===== config.mk =====
export PLATFORM = sky130hd
export DESIGN_NAME = cdb_wb_arbiter
export DESIGN_NICKNAME = d
export VERILOG_FILES = /design/src/rtl/cdb_wb_arbiter.sv
export SDC_FILE = /design/constraint.sdc
export NUM_CORES = 1
export LEC_CHECK = 0
export ABC_AREA = 0
export BUFFER_PORTS_ARGS = -buffer_cell sky130_fd_sc_hd__buf_2
export CORE_UTILIZATION = 57
export CTS_CLUSTER_SIZE = 40
export DETAILED_ROUTE_END_ITERATION = 8
export HOLD_SLACK_MARGIN = 0.05
export PLACE_DENSITY_LB_ADDON = 0.1
export SLEW_MARGIN = 20
export SYNTH_ARGS = -nofsm -noshare
export SYNTH_HDL_FRONTEND = slang
export SYNTH_SLANG_ARGS = --single-unit

===== constraint.sdc =====
create_clock -name clk -period 5.25 [get_ports clk]
set_input_delay 1.05 -clock clk [delete_from_list [all_inputs] [get_ports clk]]
set_output_delay 1.05 -clock clk [all_outputs]
set_load 0.005 [all_outputs]

===== src/rtl/cdb_wb_arbiter.sv =====
// Common-data-bus writeback arbiter.
// Each writeback source owns a small circular FIFO. A round-robin arbiter
// pops at most one FIFO head per cycle into a registered CDB broadcast slot.
// A flush empties every FIFO and cancels the broadcast being loaded.
module cdb_wb_arbiter #(
    parameter int N_SRC         = 4,
    parameter int FIFO_DEPTH    = 2,
    parameter int ROB_IDX_WIDTH = 5,
    parameter int DATA_WIDTH    = 32,
    localparam int SRC_W        = (N_SRC > 1) ? $clog2(N_SRC) : 1
) (
    input  logic                                   clk,
    input  logic                                   rst_n,
    input  logic                                   flush,
    input  logic [N_SRC-1:0]                       src_valid,
    output logic [N_SRC-1:0]                       src_ready,
    input  logic [N_SRC-1:0][ROB_IDX_WIDTH-1:0]    src_rob_idx,
    input  logic [N_SRC-1:0][4:0]                  src_rd_addr,
    input  logic [N_SRC-1:0][DATA_WIDTH-1:0]       src_data,
    output logic                                   cdb_valid,
    output logic [SRC_W-1:0]                       cdb_src,
    output logic [ROB_IDX_WIDTH-1:0]               cdb_rob_idx,
    output logic [4:0]                             cdb_rd_addr,
    output logic [DATA_WIDTH-1:0]                  cdb_data
);

    localparam int PTR_W   = $clog2(FIFO_DEPTH);
    localparam int CNT_W   = PTR_W + 1;
    localparam int ENTRY_W = ROB_IDX_WIDTH + 5 + DATA_WIDTH;

    logic [N_SRC-1:0]   push;
    logic [N_SRC-1:0]   pop;
    logic [N_SRC-1:0]   req;
    logic [ENTRY_W-1:0] head [N_SRC];

    logic               grant_valid;
    logic [SRC_W-1:0]   grant_idx;
    logic [SRC_W-1:0]   rr_ptr_reg;
    logic [SRC_W-1:0]   rr_ptr_next;
    logic [ENTRY_W-1:0] head_sel;

    // Per-source FIFOs. Readiness comes only from the registered count, so a
    // pop in the same cycle never opens a slot for a simultaneous push.
    generate
        for (genvar gi = 0; gi < N_SRC; gi++) begin : g_fifo
            logic [ENTRY_W-1:0] mem [FIFO_DEPTH];
            logic [PTR_W-1:0]   wr_ptr_reg;
            logic [PTR_W-1:0]   rd_ptr_reg;
            logic [CNT_W-1:0]   count_reg;

            assign src_ready[gi] = (count_reg != CNT_W'(FIFO_DEPTH));
            assign req[gi]       = (count_reg != '0);
            assign push[gi]      = src_valid[gi] & src_ready[gi] & ~flush;
            assign pop[gi]       = grant_valid & (grant_idx == SRC_W'(gi)) & ~flush;
            assign head[gi]      = mem[rd_ptr_reg];

            // Entry storage; contents are only read while count is non-zero.
            always_ff @(posedge clk) begin
                if (push[gi]) begin
                    mem[wr_ptr_reg] <= {src_rob_idx[gi], src_rd_addr[gi], src_data[gi]};
                end
            end

            // Pointer and occupancy bookkeeping; flush empties the FIFO.
            always_ff @(posedge clk or negedge rst_n) begin
                if (!rst_n) begin
                    wr_ptr_reg <= '0;
                    rd_ptr_reg <= '0;
                    count_reg  <= '0;
                end else if (flush) begin
                    wr_ptr_reg <= '0;
                    rd_ptr_reg <= '0;
                    count_reg  <= '0;
                end else begin
                    if (push[gi]) begin
                        wr_ptr_reg <= wr_ptr_reg + PTR_W'(1);
                    end
                    if (pop[gi]) begin
                        rd_ptr_reg <= rd_ptr_reg + PTR_W'(1);
                    end
                    case ({push[gi], pop[gi]})
                        2'b10:   count_reg <= count_reg + CNT_W'(1);
                        2'b01:   count_reg <= count_reg - CNT_W'(1);
                        default: count_reg <= count_reg;
                    endcase
                end
            end
        end
    endgenerate

    // Round-robin pick: first requester at or after rr_ptr, wrapping.
    // Scanning offsets from the far end lets the nearest requester win last.
    always_comb begin
        grant_valid = 1'b0;
        grant_idx   = '0;
        for (int k = N_SRC - 1; k >= 0; k--) begin
            if (req[SRC_W'((int'(rr_ptr_reg) + k) % N_SRC)]) begin
                grant_valid = 1'b1;
                grant_idx   = SRC_W'((int'(rr_ptr_reg) + k) % N_SRC);
            end
        end
    end

    // Next priority pointer sits just past the granted source.
    always_comb begin
        rr_ptr_next = (grant_idx == SRC_W'(N_SRC - 1)) ? '0 : grant_idx + SRC_W'(1);
        head_sel    = head[grant_idx];
    end

    // Registered CDB slot and rotating priority. Payload holds when idle.
    always_ff @(posedge clk or negedge rst_n) begin
        if (!rst_n) begin
            cdb_valid   <= 1'b0;
            cdb_src     <= '0;
            cdb_rob_idx <= '0;
            cdb_rd_addr <= '0;
            cdb_data    <= '0;
            rr_ptr_reg  <= '0;
        end else if (flush) begin
            cdb_valid   <= 1'b0;
        end else if (grant_valid) begin
            cdb_valid   <= 1'b1;
            cdb_src     <= grant_idx;
            cdb_rob_idx <= head_sel[ENTRY_W-1 -: ROB_IDX_WIDTH];
            cdb_rd_addr <= head_sel[DATA_WIDTH +: 5];
            cdb_data    <= head_sel[DATA_WIDTH-1:0];
            rr_ptr_reg  <= rr_ptr_next;
        end else begin
            cdb_valid   <= 1'b0;
        end
    end

endmodule


* Yosys cells after proc, flatten, opt, wreduce, memory -nomap -nowiden
Memories as Yosys holds them, arrays and structs flattened.
Index checks and enable logic that the tools add are counted.
** Storage, ports and cells
- Bits in registers :: 63
- Bits in writable memories :: 336
- Bits of input ports :: 175
- Output and inout port bits :: 49
- Logic and storage cells :: 156
- Memories kept :: 4
** Cells by class
- $add $sub $neg :: 20
- Order comparisons :: 5
- Eq/ne operators :: 15
- Mux-type cells :: 58
- Bitwise operators :: 18
- Reduce and logical (&&, ||, !) cells :: 18
** Memory list
- g_fifo[0].mem :: words 2, bits a word 42, rd ports 1, clocked after memory_dff 0, write ports 1, line 46 : logic [ENTRY_W-1:0] mem [FIFO_DEPTH];
- g_fifo[1].mem :: words 2, bits a word 42, rd ports 1, clocked after memory_dff 0, write ports 1, line 46
- g_fifo[2].mem :: words 2, bits a word 42, rd ports 1, clocked after memory_dff 0, write ports 1, line 46
- g_fifo[3].mem :: words 2, bits a word 42, rd ports 1, clocked after memory_dff 0, write ports 1, line 46
** Operators by type and width (count)
- 42-bit binary-select mux with 2-bit select :: 1
- 42-bit two-way mux :: 2
- 1-bit two-way mux :: 38
- 2-bit nonzero test :: 12
- 2-bit two-way mux :: 9
- 1-bit AND :: 16
- 2-bit by 4-bit less-than comparator with 1-bit output (second input constant) :: 4
- 2-bit one-hot mux with 2 select lines :: 4
- 2-bit by 1-bit adder with 2-bit output (second input constant) :: 6
- 2-bit equality test (second input constant) :: 6
- 3-bit nonzero test :: 4
- 2-bit by 1-bit equality test with 1-bit output (second input constant) :: 5
- 1-bit adder (second input constant) :: 8
- 1-bit binary-select mux with 2-bit select :: 4
- 2-bit != test (second input constant) :: 4
- 2-bit by 1-bit subtractor with 2-bit output (second input constant) :: 4
- 2-bit adder (second input constant) :: 2
- 3-bit greater-or-equal comparator (second input constant) :: 1
- 2-bit inverter with 3-bit output :: 1
- 2-bit zero test :: 1
- 2-bit AND reduction :: 1
- 1-bit inverter :: 1

* Logic depth before layout (Yosys ltp)
Gate-level depths: netlist (run 1).
- Depth in word-level cells :: 14
- Mapped depth :: 12
- Mapped depth without buffers :: 9

* Worst setup path before layout (run 1)
Ideal clock, no wire load.
- Kind :: input port to flip-flop
- Start point :: input port flush
- End point :: memory g_fifo[0].mem[1][0] in the netlist's numbering, enable pin
- Setup time :: 502 ps
- Arrival time :: 4530 ps
- Required time :: 4748 ps
- Setup slack :: 217 ps
- Stages :: 3
- Buffers on the path :: 2
- Cells stage by stage :: clkbuf_1 clkbuf_1 nor3b_1
** On the way
- Longest elaborated chain between the ends :: 4
** RTL lines
- start, declared :: line 14 : input logic flush,
- 1-bit inverter (no line)
- 1-bit AND :: line 53 : assign push[gi] = src_valid[gi] & src_ready[gi] & ~flush;
- 1-bit two-way mux :: line 59 : if (push[gi]) begin
- 1-bit two-way mux (implied by the code) :: line 60 : mem[wr_ptr_reg] <= {src_rob_idx[gi], src_rd_addr[gi], src_data[gi]};
- end, declared :: line 46
No other way between the ends.

* Worst setup path in the final report (run 1)
- Start point :: register g_fifo[2].count_reg[0]
- End point :: register cdb_data[23]
** On the way
- Longest elaborated chain between the ends :: 12
- Elaborated cells on any way between the ends :: 26
- Those cells by class :: mux (23); bitwise (1); reduce/logical (2)
** RTL lines
- start, declared :: line 49 : logic [CNT_W-1:0] count_reg;
- start signal, assigned :: line 82 : 2'b10: count_reg <= count_reg + CNT_W'(1);
- start signal, assigned :: line 83 : 2'b01: count_reg <= count_reg - CNT_W'(1);
- start signal, assigned :: line 84 : default: count_reg <= count_reg;
- 2-bit nonzero test (*) :: line 52 : assign req[gi] = (count_reg != '0);
- 1-bit binary-select mux with 2-bit select :: line 97 : if (req[SRC_W'((int'(rr_ptr_reg) + k) % N_SRC)]) begin
- 1-bit two-way mux (implied by the code) (2 in a row) :: line 97
- 2-bit two-way mux (4 in a row) :: line 97
- 2-bit inverter with 3-bit output (implied by the code) :: line 107 : head_sel = head[grant_idx];
- 42-bit binary-select mux with 2-bit select :: line 107
- 42-bit two-way mux (implied by the code) (2 in a row) :: line 107
- end signal, assigned :: line 126 : cdb_data <= head_sel[DATA_WIDTH-1:0];
- end, declared :: line 24 : output logic [DATA_WIDTH-1:0] cdb_data
Every way passes the cells marked *; elsewhere a longest branch is shown, timed or not. The select of a mux whose other input is x is not followed.
A chain may end at the register's enable or synchronous reset.

==> results.md, run 1 <==
- DR pass1 iterations: 5
- I/O Buffers: 223
- Design area: 18,400 um2
- Critical Path RT: 5.70 ns
- Min-delay src: cdb_src[1]
- Setup bufs post-CTS: 0
- Initial Utilization: 57.9%
- Clock transition at the registers of the reported paths: 0.06 ns
- DR vias/cell: 5.87
- Area grow syn2layout: 18.5%
- GRT met3 Usage: 4.21%
- Placed insts: 1,467
- Post-CTS Hold Fix Bufs: 0
- Max FFs per register: 336
- Fin crit period: 2.99 ns
- Worst setup path category: reg -> reg
- Ys async rst share: 15.8%
- Register bit total from synthesis: 399
- Status: completed
- Critical path capture point: cdb_data[23]
- Top Usage Layer GRT: met2
- Clk_lat worst skew: 0.52 ns
- DR WL/cell: 22.4 um
- Cell area after synthesis: 15,600 um2
- GR Util met2: 40.2%
- CP max stage delay: 0.69 ns
- WL final: 34.6 mm
- Die Span Y: 167 um
- Post-Route Setup TNS: 0 ns
- Power after layout: 10.5 mW
- Worst min path class: reg -> reg
- DP Area: 17,100 um2
- R2r setup slk: 2.26 ns
- Die W: 167 um
- Worst-case clock buffer depth: 3
- Vias: 9,054
- Final hold vios: 0
- Tcrit/Tclk final: 56.9%
- Core Box Area: 26,900 um2
- Unique cell type count in the Yosys netlist: 41
- Fin. max-slew vios: 0
- Worst r2r src: g_fifo[2].count_reg[0]
- Nets: 1,344
- CTS tree: yes
- Worst Max-Slew Pin Slew: 1.09 ns
- Slowest cell on the critical path: o21ai_4
- Crit-path most repeated cell: a211oi_1
- H-tree Lvls: 2
- Post-synthesis sequential area ratio: 75.0%
- First-pass GRT wire length: 52.2 mm
- Post-synth EDFFs: 336
- I/O pin count: 224
- CP delay by family, top: compound AO/OA/AOI/OAI gates
- RSZ-0062 raised after global routing: false
- Area of the multi-input gates: 3640 um2
- CP arrival: 3.44 ns
- Clk_skew: 0.0111 ns
- Worst reg-to-reg path cell count: 8
- Syn avg cell area: 16.4 um2
- CTS Buf Count: 40
- Crit-path cells: nor2_1 > o311a_1 > o21ai_4 > buf_12 > buf_4 > a211oi_1 > a211oi_1 > a221o_1
- P_leak: 6.61 nW
- Ys flop type: edfxtp_1
- Vias in the first global route: 9,030
- Worst path bufs/invs: 2
- Root buf cell: clkbuf_16
- Post-Syn Nets: 1,124
- Achievable Freq: 0.335 GHz
- # DRC: 0
- Share of layout cells above drive strength 1: 27.5%
- Reg area: 11,700 um2
- Final antenna-violating net count: 0
- Global route overflow: 0
- Final setup viols: 0
- Gr usage total: 25.1%
- Met1 usage in global routing: 35.8%
- HPWL after detailed placement: 21.4 mm
- Gp weighted congestion: 0.742
- Die Area: 28,000 um2
- Syn Inst Count: 948
- Most frequent cells in the layout: edfxtp_1 (336), buf_2 (222), a211oi_1 (129), mux2i_1 (87), nor2b_1 (85)
- Min Hold Slack: 0.499 ns
- CP Depth: 8
- Synth warn: 0
- PD cells: 569 nW/um2
- Setup crit end kind: flop
- CP Launch Point: g_fifo[2].count_reg[0]
- CTS resizes: 0
- Iter 0 DRT Violations: 613
- Peak supply drop: 362 uV
- Slew Limit Headroom: 27.2%
- Clock sink total: 399
- Max cap viols: 0
- Rows: 60
- Worst R2R End: cdb_data[23]
- Commonest non-fill, non-tap cell in the layout: edfxtp_1
- Worst-path maximum fanout: 58
- CP startpoint kind: flop
- Post-route insts no fill: 1,543
- Largest net degree at the start of global routing: 86
- Initial antenna violation count: 3
- FILL cells: 1,867
==> stage by stage <==
step	util, %	worst slack (ns)
4_1_cts	68.6	2.23
3_3_place_gp	63.4	2.02
2_1_floorplan	-	0.217
3_5_place_dp	63.5	2.05
5_1_grt	68.6	2.07
6_report	68.6	2.26
==> worst min-delay path by stage <==
stage | to | slack, ns | cells past startpoint
finish | cdb_src[1] | 0.50 | 1
global route | cdb_data[8] | 0.52 | 1
CTS | cdb_src[1] | 0.51 | 1
detailed placement | cdb_data[18] | 0.49 | 1
floorplan | cdb_src[0] | 0.47 | 2
global placement | cdb_data[16] | 0.49 | 1
==> cells by family after synthesis <==
kind of cell	Yosys count	synth area share, %
and+or+nand+nor	137	4.96
DFF	399	75.0
xor gates and xnor gates	13	0.732
buffers and inverters	71	2.10
adders and majority gates	1	0.0804
muxes	88	5.67
AOI/OAI and AO/OA	239	11.5
==> where the power goes <==
group          leakage, nW  total [mW]  internal, mW  switching (mW)
Combinational         2.09        3.11          1.29            1.81
Clock                0.670        2.93          1.78            1.15
Sequential            3.86        4.46          3.94           0.526
==> synth_stat cells (all sizes together), types with 2 or more instances <==
cell type    n  area (um2)
o21ai        5        25.0
nor3b        4        30.0
xor2        10        87.6
a21oi       47         235
o21bai       2        15.0
a21o         2        15.0
nor2b       85         532
buf         32         179
a221o       42         420
edfxtp     336       10100
inv          5        18.8
nor3         5        25.0
dfrtp       63        1580
o311a        2        20.0
xnor2        3        26.3
nor2        21        83.8
nand2       15        56.3
nand2b       5        31.3
mux2i       87         871
a211oi     130         981
clkbuf      34         129
==> layer usage <==
metal | up-vias | share of wire, %
met1 | 4490 | 44
met3 | 52 | 6.1
met4 | 0 | 1.8
met2 | 302 | 48
met5 | - | 0
li1 | 4210 | -
==> final cells by class <==
cell class | count | share of cell area (%)
flip-flops and latches | 399 | 63.3
multi-input cells | 478 | 19.7
repair buffers | 244 | 7.09
clock buffers | 49 | 5.94
well taps | 341 | 2.31
clock inverters | 23 | 1.47
inverters | 5 | 0.102
diodes | 4 | 0.0543
Power figures use the tool's default switching activity.
==> run 2, diff against run 1 <==
--- a/config.mk
+++ b/config.mk
@@ -7,7 +7,7 @@
 export LEC_CHECK = 0
 export ABC_AREA = 0
 export BUFFER_PORTS_ARGS = -buffer_cell sky130_fd_sc_hd__buf_2
-export CORE_UTILIZATION = 57
+export CORE_UTILIZATION = 51
 export CTS_CLUSTER_SIZE = 40
 export DETAILED_ROUTE_END_ITERATION = 8
 export HOLD_SLACK_MARGIN = 0.05
==> constraint.sdc (replaced) <==
create_clock -name clk -period 2.5 [get_ports clk]
set_input_delay 0.5 -clock clk [delete_from_list [all_inputs] [get_ports clk]]
set_output_delay 0.5 -clock clk [all_outputs]
set_load 0.005 [all_outputs]
==> run 2 against run 1 <==
Via count rose by 1.7%. Fmax rose by 30%. Die area rose by 12%. Critical endpoint is now cdb_data[12]. Non-clock buffer count rose by 12.
==> results.md, run 2 (synthesis gave the netlist of run 1 again) <==
- Status: completed
- CTS Buf Count: 41
- Worst-path maximum fanout: 89
- Commonest non-fill, non-tap cell in the layout: edfxtp_1
- Die W: 177 um
- Initial Utilization: 52.2%
- Core Box Area: 29,800 um2
- Worst reg-to-reg path cell count: 7
- WL final: 35.7 mm
- DR WL/cell: 22.2 um
- CP arrival: 2.71 ns
- Setup bufs post-CTS: 0
- R2r setup slk: 0.20 ns
- Tcrit/Tclk final: 91.9%
- Die Area: 31,200 um2
- Final hold vios: 0
- Area grow syn2layout: 21.0%
- First-pass GRT wire length: 53.5 mm
- Peak supply drop: 1170 uV
- I/O Buffers: 223
- Worst min path class: in -> async
- DP Worst Slack: 0.241 ns
- Vias: 9,207
- I/O pin count: 224
- DR vias/cell: 5.72
- Post-CTS Hold Fix Bufs: 0
- Achievable Freq: 0.435 GHz
- Final setup viols: 0
- Gp weighted congestion: 0.757
- Clock transition at the registers of the reported paths: 0.06 ns
- Setup ws final: 0.203 ns
- Gr usage total: 23.2%
- PD cells: 1200 nW/um2
- Worst setup path category: reg -> reg
- Area of the multi-input gates: 3690 um2
- HPWL after detailed placement: 22.6 mm
- RSZ-0062 raised after global routing: false
- Vias in the first global route: 9,162
- H-tree Lvls: 2
- CTS resizes: 0
- Fin. max-slew vios: 0
- Share of layout cells above drive strength 1: 28.0%
- FILL cells: 2,218
- Die Span Y: 177 um
- CP startpoint kind: flop
- Largest net degree at the start of global routing: 90
- Reg area: 11,700 um2
- Worst Max-Slew Pin Slew: 0.824 ns
- Clk_skew: 0.0149 ns
- P_leak: 6.75 nW
- Worst-case clock buffer depth: 3
- Setup crit end kind: flop
- # DRC: 0
- CTS tree: yes
- Fin crit period: 2.30 ns
- Global route overflow: 0
- Most frequent cells in the layout: edfxtp_1 (336), buf_2 (222), a211oi_1 (129), mux2i_1 (87), nor2b_1 (85)
- DR pass1 iterations: 6
- Final antenna-violating net count: 0
- Iter 0 DRT Violations: 720
- Clk_lat worst skew: 0.53 ns
- Initial antenna violation count: 14
- Max cap viols: 0
- Nets: 1,357
- Worst r2r src: g_fifo[2].count_reg[0]
- Max FFs per register: 336
- Min Hold Slack: 0.0570 ns
- Post-Route Setup TNS: 0 ns
- Root buf cell: clkbuf_16
- Clock sink total: 399
- Critical Path RT: 2.91 ns
- Worst R2R End: cdb_data[12]
- Rows: 63
- Slew Limit Headroom: 45.1%
-- run 2: metrics by stage --
step	instances	total power [mW]	cell area [um2]	util [%]
CTS	1604	22.7	18800	63.2
finish	1611	22.5	18800	63.2
detailed placement	1528	16.2	17400	58.3
global route	1607	23.7	18800	63.2
global placement	1528	16.0	17400	58.3
floorplan	948	13.8	15600	-
-- run 2: final cells by class --
| type | count | area share (%) |
|---|---|---|
| repair buffers | 256 | 7.92 |
| clock buffers | 56 | 6.13 |
| clock inverters | 20 | 1.63 |
| diodes | 7 | 0.0930 |
| inverters | 5 | 0.0996 |
| flip-flops and latches | 399 | 62.0 |
| multi-input cells | 478 | 19.6 |
| well taps | 390 | 2.59 |
-- run 2: worst max-delay path: stages (launching register included) --
cell      delay, ns
dfrtp_1        0.47
o21bai_1       0.26
o311a_1        0.26
o21ai_4        0.11
buf_12         0.21
a211oi_1       0.38
a21oi_1        0.07
a221o_1        0.34
-- run 2: how the worst max path moves through the flow --
stage / to / from / slack (ns) / cells after the start
floorplan: g_fifo[2].mem[0][0] / flush / -0.55 / 3
global placement: cdb_data[14] / g_fifo[2].count_reg[0] / 0.31 / 7
detailed placement: g_fifo[3].count_reg[1] / g_fifo[0].count_reg[0] / 0.24 / 9
CTS: cdb_data[12] / g_fifo[2].count_reg[0] / 0.23 / 7
global route: g_fifo[3].count_reg[1] / g_fifo[1].count_reg[1] / 0.02 / 9
finish: cdb_data[12] / g_fifo[2].count_reg[0] / 0.20 / 7
-- run 2: power breakdown --
group          switching [mW]  total, mW  leakage (nW)  internal, mW
logic                    4.35       7.17          2.19          2.82
clock network            2.45       6.52         0.703          4.07
registers               0.567       8.84          3.86          8.27
total                    7.37       22.5          6.75          15.2
-- run 2: per-layer routing --
layer	routed length, um	GRT usage [%]	share of wire [%]	up-vias
met5	75	0	0.21	-
met4	733	6.86	2.1	12
met3	2400	5.58	6.7	70
met2	16800	36.3	47	286
met1	15800	32.3	44	4583
li1	-	-	-	4256
==> run 3, diff against run 2 <==
--- a/config.mk
+++ b/config.mk
@@ -7,7 +7,7 @@
 export LEC_CHECK = 0
 export ABC_AREA = 0
 export BUFFER_PORTS_ARGS = -buffer_cell sky130_fd_sc_hd__buf_2
-export CORE_UTILIZATION = 51
+export CORE_UTILIZATION = 61
 export CTS_CLUSTER_SIZE = 40
 export DETAILED_ROUTE_END_ITERATION = 8
 export HOLD_SLACK_MARGIN = 0.05
==> constraint.sdc (replaced) <==
create_clock -name clk -period 2.95 [get_ports clk]
set_input_delay 0.59 -clock clk [delete_from_list [all_inputs] [get_ports clk]]
set_output_delay 0.59 -clock clk [all_outputs]
set_load 0.005 [all_outputs]
==> run 3 against run 2 <==
Register-to-register slack better by 0.29 ns. Total power is 18% lower. Worst setup slack better by 0.29 ns. Die area is 16% lower. Sequential power is 12% lower. Largest power group unchanged.
==> results.md, run 3 (synthesis gave the netlist of run 1 again) <==
- WL final: 35.5 mm
- Share of layout cells above drive strength 1: 26.9%
- First-pass GRT wire length: 52.8 mm
- CP startpoint kind: flop
- Root buf cell: clkbuf_16
- Worst-case clock buffer depth: 3
- Core Util, Final: 73.5%
- Critical Path RT: 3.39 ns
- Clock transition at the registers of the reported paths: 0.06 ns
- DP Area: 17,200 um2
- DR vias/cell: 6.05
- GR Util met2: 45.3%
- Initial Utilization: 62.0%
- Largest net degree at the start of global routing: 86
- Met1 usage in global routing: 37.1%
- Vias in the first global route: 9,293
- PD cells: 999 nW/um2
- Slowest cell on the critical path: nor2_4
- # DRC: 0
- Worst Max-Slew Pin Slew: 0.983 ns
- Tcrit/Tclk final: 83.3%
- GRT met3 Usage: 5.03%
- Die Span Y: 162 um
- Max cap viols: 0
- DR WL/cell: 23.1 um
- Rows: 58
- CP arrival: 2.90 ns
- CTS Buf Count: 40
- Switch share: 33.5%
- Gp weighted congestion: 0.836
- RSZ-0062 raised after global routing: false
- Final antenna-violating net count: 0
- Final setup viols: 0
- Worst-path maximum fanout: 23
- CP max stage delay: 0.49 ns
- Iter 0 DRT Violations: 792
- Clock sink total: 399
- Crit-path cells: nor2_2 > o221ai_1 > a31o_2 > nor2_4 > buf_4 > a221o_1
- Initial antenna violation count: 7
- Worst min path class: in -> async
- H-tree Lvls: 2
- Top Usage Layer GRT: met2
- Switching pwr: 6.17 mW
- Clk_lat worst skew: 0.52 ns
- Fin. max-slew vios: 0
- Core Box Area: 25,100 um2
- Final hold vios: 0
- Commonest non-fill, non-tap cell in the layout: edfxtp_1
- I/O Buffers: 223
- Gr usage total: 27.4%
- Setup bufs post-CTS: 0
- Setup ws final: 0.493 ns
- DR pass1 iterations: 7
- Design area: 18,500 um2
- Die Area: 26,200 um2
- I/O pin count: 224
- Clock network fraction of design power: 26.5%
- Global route overflow: 0
- Achievable Freq: 0.407 GHz
- R2r setup slk: 0.49 ns
- P_leak: 6.62 nW
- Peak supply drop: 879 uV
- Worst setup path category: reg -> reg
- Setup crit end kind: flop
- Combinational power share: 31.2%
- Fin crit period: 2.46 ns
- CTS tree: yes
- Clk_skew: 0.0139 ns
- Slew Limit Headroom: 34.5%
- HPWL after detailed placement: 21.9 mm
- Max FFs per register: 336
- Sequential power share: 42.2%
- Power after layout: 18.4 mW
- Status: completed
- Nets: 1,350
- DP Worst Slack: 0.540 ns
- Power Internal: 12.3 mW
- CTS resizes: 0
- Vias: 9,302
- Most frequent cells in the layout: edfxtp_1 (336), buf_2 (222), a211oi_1 (129), mux2i_1 (87), nor2b_1 (85)
- Area grow syn2layout: 18.6%
- Post-CTS Hold Fix Bufs: 0
- Die W: 162 um
[run 3: cell count changes in the layout (fill, tap and decap cells not counted), sizes merged, moves of 2 or more]
cell	previous run	this run
clkinv	8	6
bufinv	8	3
clkbuf	56	62
diode	7	5
clkinvlp	3	0
buf	256	250
[run 3: critical path: cells and delay by family, from the launching register on]
family | cells | cell delay (ns)
and+or+nand+nor | 2 | 0.77
DFF | 1 | 0.43
buffers and inverters | 1 | 0.47
AOI/OAI and AO/OA | 3 | 0.71
[run 3: cell type report]
cell class / count / area (um2)
antenna: 5 / 12.5
clock inverter: 9 / 116
multi-input combinational: 478 / 3670
inverter: 5 / 18.8
clock buffer: 62 / 1150
tap: 330 / 413
sequential: 399 / 11700
timing repair buffer: 250 / 1400
fill: 1632 / 6650
[run 3: layer usage]
metal | share of wire, % | vias up
li1 | - | 4227
met1 | 41 | 4632
met2 | 49 | 368
met3 | 7.3 | 71
met4 | 2.6 | 4
met5 | 0.076 | -
[run 3: power by group through the flow]
| stage | Combinational [mW] | Clock, mW | Sequential [mW] |
|---|---|---|---|
| CTS | 5.76 | 4.96 | 7.78 |
| detailed placement | 5.73 | 0 | 7.87 |
| global route | 6.26 | 5.19 | 7.87 |
| finish | 5.76 | 4.89 | 7.78 |
| global placement | 5.52 | 0 | 7.84 |
| floorplan | 4.26 | 0 | 7.44 |
[run 3: path summary, 6_finish.rpt]
check | startpoint | endpoint | cells after the start
max | g_fifo[1].count_reg[1] | cdb_data[27] | 6
min | rst_n | cdb_data[1] | 1
min in group clk | src_rob_idx[13] | g_fifo[2].mem[1][40] | 1
min reg2reg | cdb_src[1] | cdb_src[1] | 1
max in group asynchronous | rst_n | cdb_rd_addr[1] | 2
max reg2reg | g_fifo[1].count_reg[1] | cdb_data[27] | 6
[run 3: stage by stage]
stage	cells	setup TNS [ns]	hold WS [ns]
finish	1538	0	0.0890
global placement	1462	0	0.479
floorplan	948	-151.77	0.294
global route	1537	0	0.112
detailed placement	1462	0	0.492
CTS	1533	0	0.0937
